===== src/rtl/ascii_pkg.sv =====
// Shared constants and FSM state type for the character stream arbiter.
package ascii_pkg;

    localparam int unsigned CHAR_W_DEFAULT  = 7;
    localparam int unsigned TIMEOUT_DEFAULT = 15;

    typedef enum logic [1:0] {
        StIdle,
        StShift,
        StWait
    } state_e;

endpackage


===== src/rtl/char_serializer.sv =====
// MSB-first parallel-to-serial shifter; emits one bit per cycle for CHAR_W cycles after load.
module char_serializer
    import ascii_pkg::*;
#(
    parameter int unsigned CHAR_W = CHAR_W_DEFAULT
) (
    input  logic              clk,
    input  logic              rst,
    input  logic              load,
    input  logic [CHAR_W-1:0] char,
    output logic              ser_bit,
    output logic              ser_en,
    output logic              last
);
    localparam int unsigned CntW = (CHAR_W > 1) ? $clog2(CHAR_W) : 1;

    logic [CHAR_W-1:0] sreg_q, sreg_d;
    logic [CntW-1:0]   cnt_q, cnt_d;
    logic              active_q, active_d;

    assign last    = active_q && (cnt_q == CntW'(CHAR_W - 1));
    assign ser_en  = active_q;
    // Gated so the line idles low outside a transfer and during reset.
    assign ser_bit = active_q & sreg_q[CHAR_W-1];

    always_comb begin
        sreg_d   = sreg_q;
        cnt_d    = cnt_q;
        active_d = active_q;
        if (load) begin
            sreg_d   = char;
            cnt_d    = '0;
            active_d = 1'b1;
        end else if (active_q) begin
            sreg_d = sreg_q << 1;
            cnt_d  = cnt_q + CntW'(1);
            if (last) begin
                active_d = 1'b0;
            end
        end
    end

    always_ff @(posedge clk or negedge rst) begin
        if (!rst) begin
            sreg_q   <= '0;
            cnt_q    <= '0;
            active_q <= 1'b0;
        end else begin
            sreg_q   <= sreg_d;
            cnt_q    <= cnt_d;
            active_q <= active_d;
        end
    end

endmodule


===== src/rtl/char_stream_arbiter.sv =====
// Round-robin arbiter feeding two character requesters into one shared serial converter.
// Define ECHO_CHECK_EN to compare the converter's decoded character against the one sent.
module char_stream_arbiter
    import ascii_pkg::*;
#(
    parameter int unsigned CHAR_W  = CHAR_W_DEFAULT,
    parameter int unsigned TIMEOUT = TIMEOUT_DEFAULT
) (
    input  logic              clk,
    input  logic              rst,
    input  logic [1:0]        req_valid,
    input  logic [CHAR_W-1:0] req_char0,
    input  logic [CHAR_W-1:0] req_char1,
    output logic [1:0]        req_ready,
    output logic              ser_bit,
    output logic              ser_en,
    input  logic              conv_done,
    input  logic [CHAR_W-1:0] conv_char,
    output logic              grant_id,
    output logic              busy,
    output logic              err_timeout,
    output logic              err_mismatch
);
    localparam int unsigned CntW = (TIMEOUT > 0) ? $clog2(TIMEOUT + 1) : 1;

    state_e            state_q, state_d;
    logic              last_grant_q, last_grant_d;
    logic              grant_id_q, grant_id_d;
    logic [CntW-1:0]   wait_cnt_q, wait_cnt_d;
    logic              winner;
    logic              grant;
    logic [CHAR_W-1:0] load_char;
    logic              ser_last;

    // Contention goes to whoever did not complete the last transfer.
    assign winner    = (req_valid == 2'b11) ? ~last_grant_q : req_valid[1];
    assign grant     = rst && (state_q == StIdle) && (|req_valid);
    assign req_ready = grant ? (winner ? 2'b10 : 2'b01) : 2'b00;
    assign load_char = winner ? req_char1 : req_char0;
    assign busy      = (state_q != StIdle);
    assign grant_id  = grant_id_q;

    char_serializer #(
        .CHAR_W (CHAR_W)
    ) u_serializer (
        .clk     (clk),
        .rst     (rst),
        .load    (grant),
        .char    (load_char),
        .ser_bit (ser_bit),
        .ser_en  (ser_en),
        .last    (ser_last)
    );

    always_comb begin
        state_d      = state_q;
        last_grant_d = last_grant_q;
        grant_id_d   = grant_id_q;
        wait_cnt_d   = wait_cnt_q;
        err_timeout  = 1'b0;
        unique case (state_q)
            StIdle: begin
                wait_cnt_d = '0;
                if (grant) begin
                    state_d    = StShift;
                    grant_id_d = winner;
                end
            end
            StShift: begin
                if (ser_last) begin
                    state_d = StWait;
                end
            end
            StWait: begin
                wait_cnt_d = wait_cnt_q + CntW'(1);
                // A completion on the final allowed cycle still counts as success.
                if (conv_done) begin
                    state_d      = StIdle;
                    last_grant_d = grant_id_q;
                end else if (wait_cnt_q == CntW'(TIMEOUT)) begin
                    err_timeout = 1'b1;
                    state_d     = StIdle;
                end
            end
            default: state_d = StIdle;
        endcase
    end

    always_ff @(posedge clk or negedge rst) begin
        if (!rst) begin
            state_q      <= StIdle;
            last_grant_q <= 1'b1;
            grant_id_q   <= 1'b0;
            wait_cnt_q   <= '0;
        end else begin
            state_q      <= state_d;
            last_grant_q <= last_grant_d;
            grant_id_q   <= grant_id_d;
            wait_cnt_q   <= wait_cnt_d;
        end
    end

`ifdef ECHO_CHECK_EN
    logic [CHAR_W-1:0] sent_q;
    logic              err_mismatch_q;
    logic              accept;

    assign accept       = (state_q == StWait) && conv_done;
    assign err_mismatch = err_mismatch_q;

    always_ff @(posedge clk or negedge rst) begin
        if (!rst) begin
            sent_q         <= '0;
            err_mismatch_q <= 1'b0;
        end else begin
            if (grant) begin
                sent_q <= load_char;
            end
            if (accept && (conv_char != sent_q)) begin
                err_mismatch_q <= 1'b1;
            end
        end
    end
`else
    logic unused_conv_char;
    assign unused_conv_char = ^conv_char;
    assign err_mismatch     = 1'b0;
`endif

endmodule


===== config.mk =====
export PLATFORM = sky130hd
export DESIGN_NAME = char_stream_arbiter
export DESIGN_NICKNAME = d
export VERILOG_FILES = /design/src/rtl/ascii_pkg.sv /design/src/rtl/char_serializer.sv /design/src/rtl/char_stream_arbiter.sv
export SDC_FILE = /design/constraint.sdc
export NUM_CORES = 1
export LEC_CHECK = 0
export BUFFER_PORTS_ARGS = -buffer_cell sky130_fd_sc_hd__buf_2
export CAP_MARGIN = 20
export CORE_MARGIN = 2
export CORE_UTILIZATION = 45
export CTS_BUF_LIST = sky130_fd_sc_hd__clkbuf_8
export DETAILED_ROUTE_END_ITERATION = 10
export PLACE_DENSITY = 0.79
export SYNTH_ARGS = -nofsm -noshare
export SYNTH_HDL_FRONTEND = slang
export SYNTH_HIERARCHICAL = 1
export SYNTH_SLANG_ARGS = --single-unit
export TNS_END_PERCENT = 1

===== constraint.sdc =====
create_clock -name clk -period 2.3 [get_ports clk]
set_input_delay 0.23 -clock clk [delete_from_list [all_inputs] [get_ports clk]]
set_output_delay 0.23 -clock clk [all_outputs]
set_load 0.01 [all_outputs]

==> results of run 1 <==
==> routing by layer <==
layer	wire length [um]	up-vias	GRT usage [%]
li1	-	390	-
met1	934	391	23.26
met2	1038	17	31.87
met3	57	5	2.857
met4	43	0	10.26
met5	0	-	0
==> kinds of logic (layout without fill, tap and decap cells) <==
kind of cell / after synthesis / in the layout / share of synthesized area, %
AOI/OAI and AO/OA: 19 / 19 / 13.07
xor gates and xnor gates: 1 / 1 / 0.8170
adders and majority gates: 3 / 3 / 3.501
buffers and inverters: 8 / 33 / 5.834
DFF: 19 / 19 / 44.46
muxes: 16 / 16 / 15.99
other: 1 / 1 / 0.3497
and+or+nand+nor: 32 / 32 / 15.99
==> registers in the layout, indices dropped and copies added (netlist names) <==
register             count
grant_id                 1
last_grant_q             1
state_q                  2
u_serializer/cnt_q       3
u_serializer/ser_en      1
u_serializer/sreg_q      7
wait_cnt_q               4
==> critical path: stages (launching register included) <==
cell and delay [ns]:
sky130_fd_sc_hd__dfrtp_1 0.49, sky130_fd_sc_hd__or2_4 0.32, sky130_fd_sc_hd__nor2_4 0.36, sky130_fd_sc_hd__and2_1 0.18, sky130_fd_sc_hd__buf_2 0.12
==> worst max path at each step <==
| stage | to |
|---|---|
| final | req_ready[1] |
| after detailed placement | req_ready[1] |
| after floorplan | u_serializer/sreg_q[0]$_DFFE_PN0P_ |
| after CTS | req_ready[1] |
| after global placement | req_ready[1] |
| after global routing | req_ready[1] |
==> through the flow <==
stage,hold WS (ns),util [%]
floorplan,-0.06559,-
global placement,0.2452,53.05
detailed placement,0.2477,53.05
CTS,0.1971,55.52
global route,0.2173,55.52
finish,0.2007,55.52
==> cell type report <==
class                   instances  share of cell area (%)
repair buffers                 27                   11.50
clock buffers                   3                   3.330
well taps                      28                   2.825
multi-input cells              72                   42.99
inverters                       2                  0.6054
clock inverters                 1                  0.3027
flip-flops and latches         19                   38.45
==> cell usage in the layout, fill, tap and decap left out, types with 2 or more instances in the layout <==
cell type                   n
sky130_fd_sc_hd__nand2b_1   4
sky130_fd_sc_hd__nand2_1   11
sky130_fd_sc_hd__o21ai_0    9
sky130_fd_sc_hd__dfrtp_1   18
sky130_fd_sc_hd__nor2_1     2
sky130_fd_sc_hd__nor3_1     2
sky130_fd_sc_hd__mux2i_1    7
sky130_fd_sc_hd__inv_1      3
sky130_fd_sc_hd__and2_1     2
sky130_fd_sc_hd__clkbuf_8   3
sky130_fd_sc_hd__nand3_1    4
sky130_fd_sc_hd__mux2_1     8
sky130_fd_sc_hd__ha_1       3
sky130_fd_sc_hd__a22o_1     2
sky130_fd_sc_hd__buf_2     25
==> report_power, final <==
| part | internal [mW] | switching, mW |
|---|---|---|
| clock network | 0.119 | 0.110 |
| logic | 0.220 | 0.177 |
| registers | 0.452 | 0.138 |
==> impl_metrics.csv, run 1 <==
group,metric,value,unit
cells_and_area,finalNonFillerCells,152,
place,place_area,1185,sq um
cts,clock_latency_on_the_worst_skew_pair,0.26,ns
detailed_routing,post_drt_via_cell_ratio,5.283,
sta,max_freq,510.2,MHz
setup_path,cp_data_required_time,2.07,ns
global_route,grt_util_all_layers,19.01,%
floorplan,core_area,2233,sq um
sta,period_minus_slack,1.960,ns
flow_run,drv_cap,0,
cells_and_area,antennaDiodeCount,0,
setup_path,worstPathArrival,1.73,ns
global_route,global_route_wire_length_before_repair,3795,um
setup_path,ff2ff_path_depth,3,
sta,worst_setup_margin,0.3401,ns
cells_and_area,area.sequential,476.7,sq um
cells_and_area,design.final.nets,154,
synthesis,synth_top_cell_by_area,"sky130_fd_sc_hd__dfrtp_1",
power,report.power.total,1.218,mW
power,cellLeakagePower,0.6092,nW
sta,setup_repair_after_global_routing_missed_its_margin,"no",
worst_hold_path,hold_path_depth,3,
detailed_routing,drtIter0Drc,23,
synthesis,synth_area_leaders,"sky130_fd_sc_hd__dfrtp_1 (42%), sky130_fd_sc_hd__mux2_1 (8.4%), sky130_fd_sc_hd__mux2i_1 (6.5%)",
detailed_routing,detail_route.wirelength,2074,um
detailed_routing,route.detailed.drc,0,
synthesis,postSynthCellCount,99,
power,ir_worst_vdd,0.0005137,V
detailed_routing,via_count,803,
synthesis,syn-mean-instance-area,10.83,sq um
cells_and_area,total_area_of_multi_input_combinational_cells,533.0,sq um
place,buffer_ports.inserted,25,
synthesis,synth-edff-count,0,
cts,cts.clk_slew.worst_paths,0.07,ns
sta,worst_slew_margin_rel,62.33,%
sta,final.setup_skew,0.0008502,ns
worst_hold_path,tightest_hold_check_type,"in -> reg",
synthesis,list_of_most_frequent_post_synthesis_cells,"sky130_fd_sc_hd__dfrtp_1 (18), sky130_fd_sc_hd__nand2_1 (11), sky130_fd_sc_hd__o21ai_0 (9)",
synthesis,postSynthNetCount,128,
floorplan,rows,17,
cts,post_cts_resized,0,
outcome,outcome,"completed",
sta,finalMaxSlewViolations,0,
synthesis,synth-seq-cells,19,
setup_path,worstSetupStartpoint,"state_q[0]$_DFFE_PN0P_",
global_route,gr_ovfl_total,0,
cts,num_cts_buffers,3,
setup_path,timing.rr.end,"grant_id$_DFFE_PN0P_",
floorplan,ios,34,
sta,fin_tns_setup,0,ns
synthesis,ys_warn_count,6,
floorplan,fp.dieH,52.82,um
synthesis,yosys.cell_types.count,36,
worst_hold_path,hold_end,"last_grant_q$_DFFE_PN1P_",
synthesis,total_standard_cell_area_after_synthesis,1072,sq um
setup_path,worst-setup-path-type,"reg -> out",
setup_path,r2r-start,"state_q[0]$_DFFE_PN0P_",
cts,postCtsSetupRepairBufs,0,
global_route,number_of_global_route_vias_before_repair,869,
cts,cts.sink_count,19,
synthesis,dominantRegCellSynth,"sky130_fd_sc_hd__dfrtp_1",
global_route,grt_max_degree,21,
sta,finalHoldViolations,0,
cells_and_area,area_overhead_of_the_layout_relative_to_synthesis,15.64,%
synthesis,synth-seq-area-share,44.46,%
cts,cts.hold.buffers_added,1,
power,pwr_density_cell,981.9,nW/um^2
worst_hold_path,min-delay-start,"conv_done",
sta,worst_pin_slew,0.5651,ns
detailed_routing,drtPass1Iterations,4,
floorplan,die_area,2789,sq um
cells_and_area,layout.cell_area.non_filler,1240,sq um
synthesis,most_instantiated_library_cell_after_synthesis,"sky130_fd_sc_hd__dfrtp_1",
cts,cts_tree,"yes",
setup_path,worstSetupStartpointType,"flip-flop",
setup_path,critPathCaptureType,"primary output",
synthesis,asyncSetResetFlopFracSynth,100.0,%
detailed_routing,route.antenna.remaining_nets,0,
cells_and_area,drive_gt1_share,29.03,%
floorplan,die_width,52.82,um
sta,post-route-period-util,85.22,%
place,place.gp.congestion,0.7439,
sta,finalSetupViolations,0,
place,dp_hpwl,1498,um
cells_and_area,fillCellCount,192,
cts,cts_htree_levels,1,
floorplan,initial_utilization,48.01,%
setup_path,worst-path-max-fanout,20,
cts,max-clock-path-buffers,2,
place,placed_cells_incl_taps,147,
cts,root_buffer_cell,"sky130_fd_sc_hd__clkbuf_8",
synthesis,synth_largest_type_area_fraction,42.01,%
place,pre_cts_ws,0.6477,ns
detailed_routing,drt-wirelength-per-cell,13.64,um
global_route,grt_antenna_before_repair,0,
setup_path,r2r_slack,0.66,ns
(Power assumes the default switching activity.)
==> run 2: changes to the inputs <==
--- a/config.mk
+++ b/config.mk
@@ -14,6 +14,5 @@
 export PLACE_DENSITY = 0.79
 export SYNTH_ARGS = -nofsm -noshare
 export SYNTH_HDL_FRONTEND = slang
-export SYNTH_HIERARCHICAL = 1
 export SYNTH_SLANG_ARGS = --single-unit
 export TNS_END_PERCENT = 1
==> constraint.sdc (replaced) <==
create_clock -name clk -period 2.3 [get_ports clk]
set_input_delay 0.46 -clock clk [delete_from_list [all_inputs] [get_ports clk]]
set_output_delay 0.46 -clock clk [all_outputs]
set_load 0.01 [all_outputs]
==> run 2 against run 1 <==
Effect of this change:
- worst setup slack got worse by 0.17 ns
- register-to-register slack lost 0.12 ns
- largest cell class unchanged
- critical endpoint is now req_ready[0]
- sequential cell count unchanged
==> impl_metrics.csv, run 2 <==
group,metric,value,unit
outcome,outcome,"completed",
setup_path,cpMaxStageDelayCell,"sky130_fd_sc_hd__dfrtp_1",
synthesis,dominantRegCellSynth,"sky130_fd_sc_hd__dfrtp_1",
global_route,gr_ovfl_total,0,
synthesis,synth_area_leaders,"sky130_fd_sc_hd__dfrtp_1 (44%), sky130_fd_sc_hd__a32oi_1 (5.1%), sky130_fd_sc_hd__nand3_1 (4.4%)",
cts,cts_tree,"yes",
synthesis,synth-edff-count,0,
cts,cts_htree_levels,1,
cells_and_area,area_overhead_of_the_layout_relative_to_synthesis,19.71,%
setup_path,cp_data_required_time,1.84,ns
sta,post-route-period-util,92.73,%
global_route,grt_util_all_layers,18.84,%
cells_and_area,design.final.nets,168,
sta,fin_tns_setup,0,ns
floorplan,fp.dieH,51.95,um
setup_path,worst-setup-path-type,"reg -> out",
cts,cts.sink_count,19,
cells_and_area,largest_register_ffs,7,
detailed_routing,via_count,906,
setup_path,worst_path_largest_cell_delay,0.51,ns
sta,setup_repair_after_global_routing_missed_its_margin,"no",
cells_and_area,reg.largest.list,"u_serializer.sreg_q (7), wait_cnt_q (4), u_serializer.cnt_q (3)",
cells_and_area,regMostFlops,"u_serializer.sreg_q",
cts,clock_latency_on_the_worst_skew_pair,0.25,ns
setup_path,worst-path-max-fanout,15,
power,comb_power_share,39.4,%
detailed_routing,post_drt_via_cell_ratio,5.458,
floorplan,die_area,2699,sq um
sta,finalMaxSlewViolations,0,
cts,root_buffer_cell,"sky130_fd_sc_hd__clkbuf_8",
cts,cts.hold.buffers_added,0,
detailed_routing,drt-wirelength-per-cell,13.21,um
flow_run,drv_cap,0,
synthesis,yosys.cell_types.count,38,
setup_path,worstPathArrival,1.67,ns
setup_path,critPathTopFamily,"simple AND/OR/NAND/NOR gates",
synthesis,total_standard_cell_area_after_synthesis,1035,sq um
global_route,grt_antenna_before_repair,0,
power,cellLeakagePower,0.5837,nW
power,pwr_density_cell,1071,nW/um^2
sta,finalHoldViolations,0,
sta,finalSetupViolations,0,
floorplan,rows,17,
synthesis,postSynthCellCount,110,
detailed_routing,dr.max_layer_used,"met4",
cells_and_area,antennaDiodeCount,0,
detailed_routing,route.met2.wl,1101,um
synthesis,most_instantiated_library_cell_after_synthesis,"sky130_fd_sc_hd__dfrtp_1",
cts,max-clock-path-buffers,2,
worst_hold_path,tightest_hold_check_type,"in -> async",
place,buffer_ports.inserted,25,
cells_and_area,mostFrequentLayoutCell,"sky130_fd_sc_hd__buf_2",
global_route,number_of_global_route_vias_before_repair,866,
cts,post_cts_resized,0,
detailed_routing,route.detailed.drc,0,
synthesis,ys_warn_count,0,
power,intPower,834.4,uW
sta,max_freq,468.9,MHz
floorplan,core_area,2191,sq um
detailed_routing,detail_route.wirelength,2193,um
place,place.gp.congestion,0.8091,
power,fraction_of_power_consumed_by_sequential_logic,43.6,%
detailed_routing,post_route_met1_wirelength,969,um
cts,postCtsSetupRepairBufs,0,
cells_and_area,final_cell_mix,"sky130_fd_sc_hd__buf_2 (25), sky130_fd_sc_hd__dfrtp_1 (18), sky130_fd_sc_hd__inv_1 (9), sky130_fd_sc_hd__nand2_1 (9), sky130_fd_sc_hd__nand3_1 (9)",
setup_path,critical_path_cell_sequence,"nor3b_1 -> buf_4 -> and3_1 -> buf_2",
floorplan,ios,34,
cts,cts.clk_slew.worst_paths,0.07,ns
power,ir_worst_vdd,0.0005832,V
floorplan,initial_utilization,47.23,%
synthesis,asyncSetResetFlopFracSynth,100.0,%
power,power.share.switching,37.12,%
cells_and_area,drive_gt1_share,27.54,%
floorplan,die_width,51.95,um
detailed_routing,route.antenna.remaining_nets,0,
synthesis,synth_largest_type_area_fraction,43.53,%
synthesis,synth-seq-cells,19,
sta,final.setup_skew,0.002572,ns
setup_path,path_buf_inv,2,
cts,num_cts_buffers,3,
synthesis,syn-mean-instance-area,9.407,sq um
place,dp_hpwl,1627,um
power,net-switching-power,492.6,uW
detailed_routing,drtPass1Iterations,4,
global_route,global_route_wire_length_before_repair,3732,um
detailed_routing,drtIter0Drc,29,
synthesis,postSynthNetCount,139,
synthesis,synth-seq-area-share,46.07,%
power,report.power.total,1.327,mW
detailed_routing,dr_wl_met3,78,um
sta,period_minus_slack,2.133,ns
synthesis,list_of_most_frequent_post_synthesis_cells,"sky130_fd_sc_hd__dfrtp_1 (18), sky130_fd_sc_hd__nand2_1 (9), sky130_fd_sc_hd__nand3_1 (9)",
power,power.clock.fraction,17.0,%
setup_path,critPathCaptureType,"primary output",
synthesis,synth_top_cell_by_area,"sky130_fd_sc_hd__dfrtp_1",
setup_path,worstSetupStartpointType,"flip-flop",
global_route,grt_max_degree,16,
run 2: cell count changes in the layout (fill, tap and decap cells not counted), moves of 6 or more:
cell / delta
sky130_fd_sc_hd__mux2_1: -8
sky130_fd_sc_hd__a32oi_1: +6
sky130_fd_sc_hd__inv_1: +6
sky130_fd_sc_hd__mux2i_1: -6
sky130_fd_sc_hd__nand4_1: +6
sky130_fd_sc_hd__o22ai_1: +6
run 2: worst reg2reg max path, stage by stage (launching register included):
cell and delay [ns]:
sky130_fd_sc_hd__dfrtp_1 0.51, sky130_fd_sc_hd__or3b_1 0.54, sky130_fd_sc_hd__o21a_4 0.30, sky130_fd_sc_hd__a221o_1 0.29
run 2: layout make-up:
class	instances	area (sq um)
multi-input combinational	77	493.0
sequential	19	476.7
fill	209	952.2
clock inverter	1	3.754
inverter	9	33.78
tap	28	35.03
clock buffer	3	41.29
timing repair buffer	29	155.1
run 2: power by group through the flow:
stage | clock network, mW | registers [mW] | logic (mW)
finish | 0.226 | 0.579 | 0.522
global route | 0.243 | 0.600 | 0.587
CTS | 0.230 | 0.576 | 0.529
detailed placement | 0 | 0.581 | 0.526
global placement | 0 | 0.575 | 0.498
floorplan | 0 | 0.550 | 0.401
run 2: path summary, 6_finish.rpt:
kind | start | to | slack, ns | cells after the start
max in group asynchronous | rst | last_grant_q$_DFFE_PN1P_ | 1.80 | 2
min in group clk | req_char0[0] | u_serializer.sreg_q[0]$_DFFE_PN0P_ | 0.44 | 2
setup / recovery | state_q[0]$_DFFE_PN0P_ | req_ready[0] | 0.17 | 4
setup reg to reg | state_q[0]$_DFFE_PN0P_ | u_serializer.sreg_q[0]$_DFFE_PN0P_ | 0.54 | 3
hold reg to reg | u_serializer.sreg_q[6]$_DFFE_PN0P_ | u_serializer.sreg_q[6]$_DFFE_PN0P_ | 0.52 | 2
hold / removal | rst | u_serializer.cnt_q[1]$_DFFE_PN0P_ | 0.01 | 1
run 2: through the flow:
step	worst slack, ns	cells	util, %	hold slack (ns)	cell area [sq um]
final	0.1672	166	56.54	0.01353	1239
after global routing	0.05168	166	56.54	0.02210	1239
after CTS	0.1879	166	56.54	0.01515	1239
after detailed placement	0.4088	162	54.48	0.2893	1194
after global placement	0.4413	162	54.48	0.2866	1194
after floorplan	0.5812	110	-	0.1644	1035
run 2: logic make-up after synthesis:
family          count (synthesis)  share of synthesized area (%)
fa+ha+maj                       3                          3.628
buf+inv                        14                          6.288
simple gates                   44                          22.13
other cells                     1                         0.3624
xor+xnor                        2                          1.693
flops                          19                          46.07
compound gates                 25                          17.78
mux                             2                          2.056
run 2: routing by layer:
| metal | vias up | track usage (%) |
|---|---|---|
| met4 | 0 | 9.649 |
| met5 | - | 0 |
| met2 | 16 | 29.11 |
| li1 | 448 | - |
| met1 | 436 | 24.31 |
| met3 | 6 | 4.598 |
==> run 3: changes to the inputs <==
--- a/config.mk
+++ b/config.mk
@@ -8,11 +8,10 @@
 export BUFFER_PORTS_ARGS = -buffer_cell sky130_fd_sc_hd__buf_2
 export CAP_MARGIN = 20
 export CORE_MARGIN = 2
-export CORE_UTILIZATION = 45
-export CTS_BUF_LIST = sky130_fd_sc_hd__clkbuf_8
+export CORE_UTILIZATION = 40
+export CTS_BUF_LIST = sky130_fd_sc_hd__clkbuf_4 sky130_fd_sc_hd__clkbuf_8
 export DETAILED_ROUTE_END_ITERATION = 10
-export PLACE_DENSITY = 0.79
+export PLACE_DENSITY = 0.73
 export SYNTH_ARGS = -nofsm -noshare
 export SYNTH_HDL_FRONTEND = slang
 export SYNTH_SLANG_ARGS = --single-unit
-export TNS_END_PERCENT = 1
==> run 3 against run 2 <==
Effect of this change:
- global-route usage decreased by 1.7 points
- sequential cell count is the same
- register-to-register slack about the same
==> impl_metrics.csv, run 3 (same netlist as run 2, synthesis figures left out) <==
group,metric,value,unit
detailed_routing,via_count,909,
cells_and_area,antennaDiodeCount,0,
cells_and_area,postLayoutCoreUtil,50.25,%
cts,cts_htree_levels,1,
global_route,number_of_global_route_vias_before_repair,835,
setup_path,cp_data_required_time,1.84,ns
setup_path,ff2ff_path_depth,3,
global_route,gr-max-usage-layer,"met2",
cts,cts_tree,"yes",
power,pwr_density_cell,1026,nW/um^2
sta,final.setup_skew,0.006652,ns
outcome,outcome,"completed",
global_route,gr-usage-met1,19.49,%
setup_path,critical_path_cell_sequence,"nor3b_1 -> and3_1 -> buf_2",
cells_and_area,fillCellCount,222,
floorplan,initial_utilization,42.15,%
place,dp_hpwl,1739,um
cells_and_area,reg.largest.list,"u_serializer.sreg_q (7), wait_cnt_q (4), u_serializer.cnt_q (3)",
global_route,grt_util_all_layers,17.10,%
place,pre_cts_ws,0.4351,ns
floorplan,die_width,54.86,um
setup_path,critPathCaptureType,"primary output",
detailed_routing,drt-wirelength-per-cell,13.21,um
cells_and_area,final_cell_mix,"sky130_fd_sc_hd__buf_2 (25), sky130_fd_sc_hd__dfrtp_1 (18), sky130_fd_sc_hd__nand2_1 (9), sky130_fd_sc_hd__nand3_1 (9), sky130_fd_sc_hd__inv_1 (8)",
cts,post_cts_resized,0,
global_route,grt_max_degree,16,
cells_and_area,design.final.nets,169,
cts,max-clock-path-buffers,2,
power,ir_worst_vdd,0.0006112,V
cells_and_area,finalNonFillerCells,169,
detailed_routing,post_drt_via_cell_ratio,5.379,
cells_and_area,regMostFlops,"u_serializer.sreg_q",
cts,cts.sink_count,19,
floorplan,ios,34,
setup_path,worst_path_largest_cell_delay,0.51,ns
place,place.gp.congestion,0.8181,
cts,cts.clk_slew.worst_paths,0.11,ns
cells_and_area,area_overhead_of_the_layout_relative_to_synthesis,19.23,%
sta,period_minus_slack,1.972,ns
floorplan,core_area,2455,sq um
global_route,grt_antenna_before_repair,0,
cts,root_buffer_cell,"sky130_fd_sc_hd__clkbuf_4",
setup_path,worstPathArrival,1.51,ns
sta,finalHoldViolations,0,
sta,finalMaxSlewViolations,0,
setup_path,worst-path-max-fanout,13,
setup_path,worstSetupStartpointType,"flip-flop",
cells_and_area,largest_register_ffs,7,
floorplan,rows,18,
place,placed_cells_incl_taps,164,
floorplan,fp.dieH,54.86,um
worst_hold_path,tightest_hold_check_type,"in -> async",
flow_run,drv_cap,0,
sta,max_freq,507.1,MHz
detailed_routing,detail_route.wirelength,2233,um
setup_path,cpMaxStageDelayCell,"sky130_fd_sc_hd__dfrtp_1",
setup_path,worst-setup-path-type,"reg -> out",
sta,finalSetupViolations,0,
detailed_routing,route.antenna.remaining_nets,0,
cells_and_area,drive_gt1_share,28.06,%
cells_and_area,mostFrequentLayoutCell,"sky130_fd_sc_hd__buf_2",
sta,post-route-period-util,85.74,%
global_route,gr-usage-met3,5.738,%
detailed_routing,route.detailed.drc,0,
global_route,gr-usage-met2,31.15,%
sta,fin_tns_setup,0,ns
power,cellLeakagePower,0.5787,nW
floorplan,die_area,3010,sq um
place,buffer_ports.inserted,25,
cts,num_cts_buffers,3,
global_route,global_route_wire_length_before_repair,3601,um
detailed_routing,drtIter0Drc,17,
global_route,gr_ovfl_total,0,
sta,setup_repair_after_global_routing_missed_its_margin,"no",
cts,clock_latency_on_the_worst_skew_pair,0.30,ns
detailed_routing,drtPass1Iterations,4,
sta,worst_setup_margin,0.3279,ns
-- run 3: cell count changes in the layout (fill, tap and decap cells not counted) --
cell / before / now
sky130_fd_sc_hd__clkbuf_4: 0 / 3
sky130_fd_sc_hd__clkbuf_8: 3 / 0
sky130_fd_sc_hd__clkinv_2: 0 / 1
sky130_fd_sc_hd__dlygate4sd3_1: 0 / 1
sky130_fd_sc_hd__inv_1: 9 / 8
-- run 3: area by class of cell --
cell class              instances  area, sq um  share of cell area (%)
flip-flops and latches         19        476.7                   38.64
repair buffers                 30        165.2                   13.39
clock inverters                 1        5.005                  0.4057
clock buffers                   3        22.52                   1.826
well taps                      30        37.54                   3.043
inverters                       9        33.78                   2.738
multi-input cells              77        493.0                   39.96
-- run 3: metal layers --
metal	vias up	wire, um
li1	455	-
met1	438	991
met2	16	1155
met3	0	86
met4	0	0
met5	-	0
-- run 3: metrics by stage --
stage / hold slack, ns / cell area (sq um) / total power [mW]
3_5_place_dp: 0.2955 / 1196 / 1.106
2_1_floorplan: 0.1644 / 1035 / 0.9512
5_1_grt: 0.1220 / 1234 / 1.389
6_report: 0.1313 / 1234 / 1.266
4_1_cts: 0.1270 / 1234 / 1.277
3_3_place_gp: 0.2938 / 1196 / 1.076
-- run 3: path summary, 6_finish.rpt --
path | from | end | slack, ns
max | state_q[0]$_DFFE_PN0P_ | req_ready[0] | 0.33
min reg2reg | wait_cnt_q[2]$_DFFE_PN0P_ | wait_cnt_q[2]$_DFFE_PN0P_ | 0.53
max in group asynchronous | rst | u_serializer.sreg_q[2]$_DFFE_PN0P_ | 1.54
min | rst | wait_cnt_q[1]$_DFFE_PN0P_ | 0.13
max reg2reg | state_q[0]$_DFFE_PN0P_ | u_serializer.sreg_q[0]$_DFFE_PN0P_ | 0.53
min in group clk | req_char0[0] | u_serializer.sreg_q[0]$_DFFE_PN0P_ | 0.41
-- run 3: critical path: cells and delay by family (launching register included) --
| kind | cells | cell delay, ns |
|---|---|---|
| flops | 1 | 0.51 |
| buf+inv | 1 | 0.14 |
| simple gates | 2 | 0.56 |
-- run 3: power by group --
| part | switching (mW) | internal (mW) | leakage (nW) | total, mW |
|---|---|---|---|---|
| Combinational | 0.274 | 0.250 | 0.327 | 0.525 |
| Sequential | 0.110 | 0.465 | 0.234 | 0.575 |
| Clock | 0.101 | 0.0647 | 0.0177 | 0.166 |
-- run 3: timing repair --
action | 4_1_cts | 5_1_grt
hold buffers | 1 | 0
hold endpoints to repair | 4 | 0
endpoints found under the setup margin | 0 | 0
buffers inserted | 0 | 0
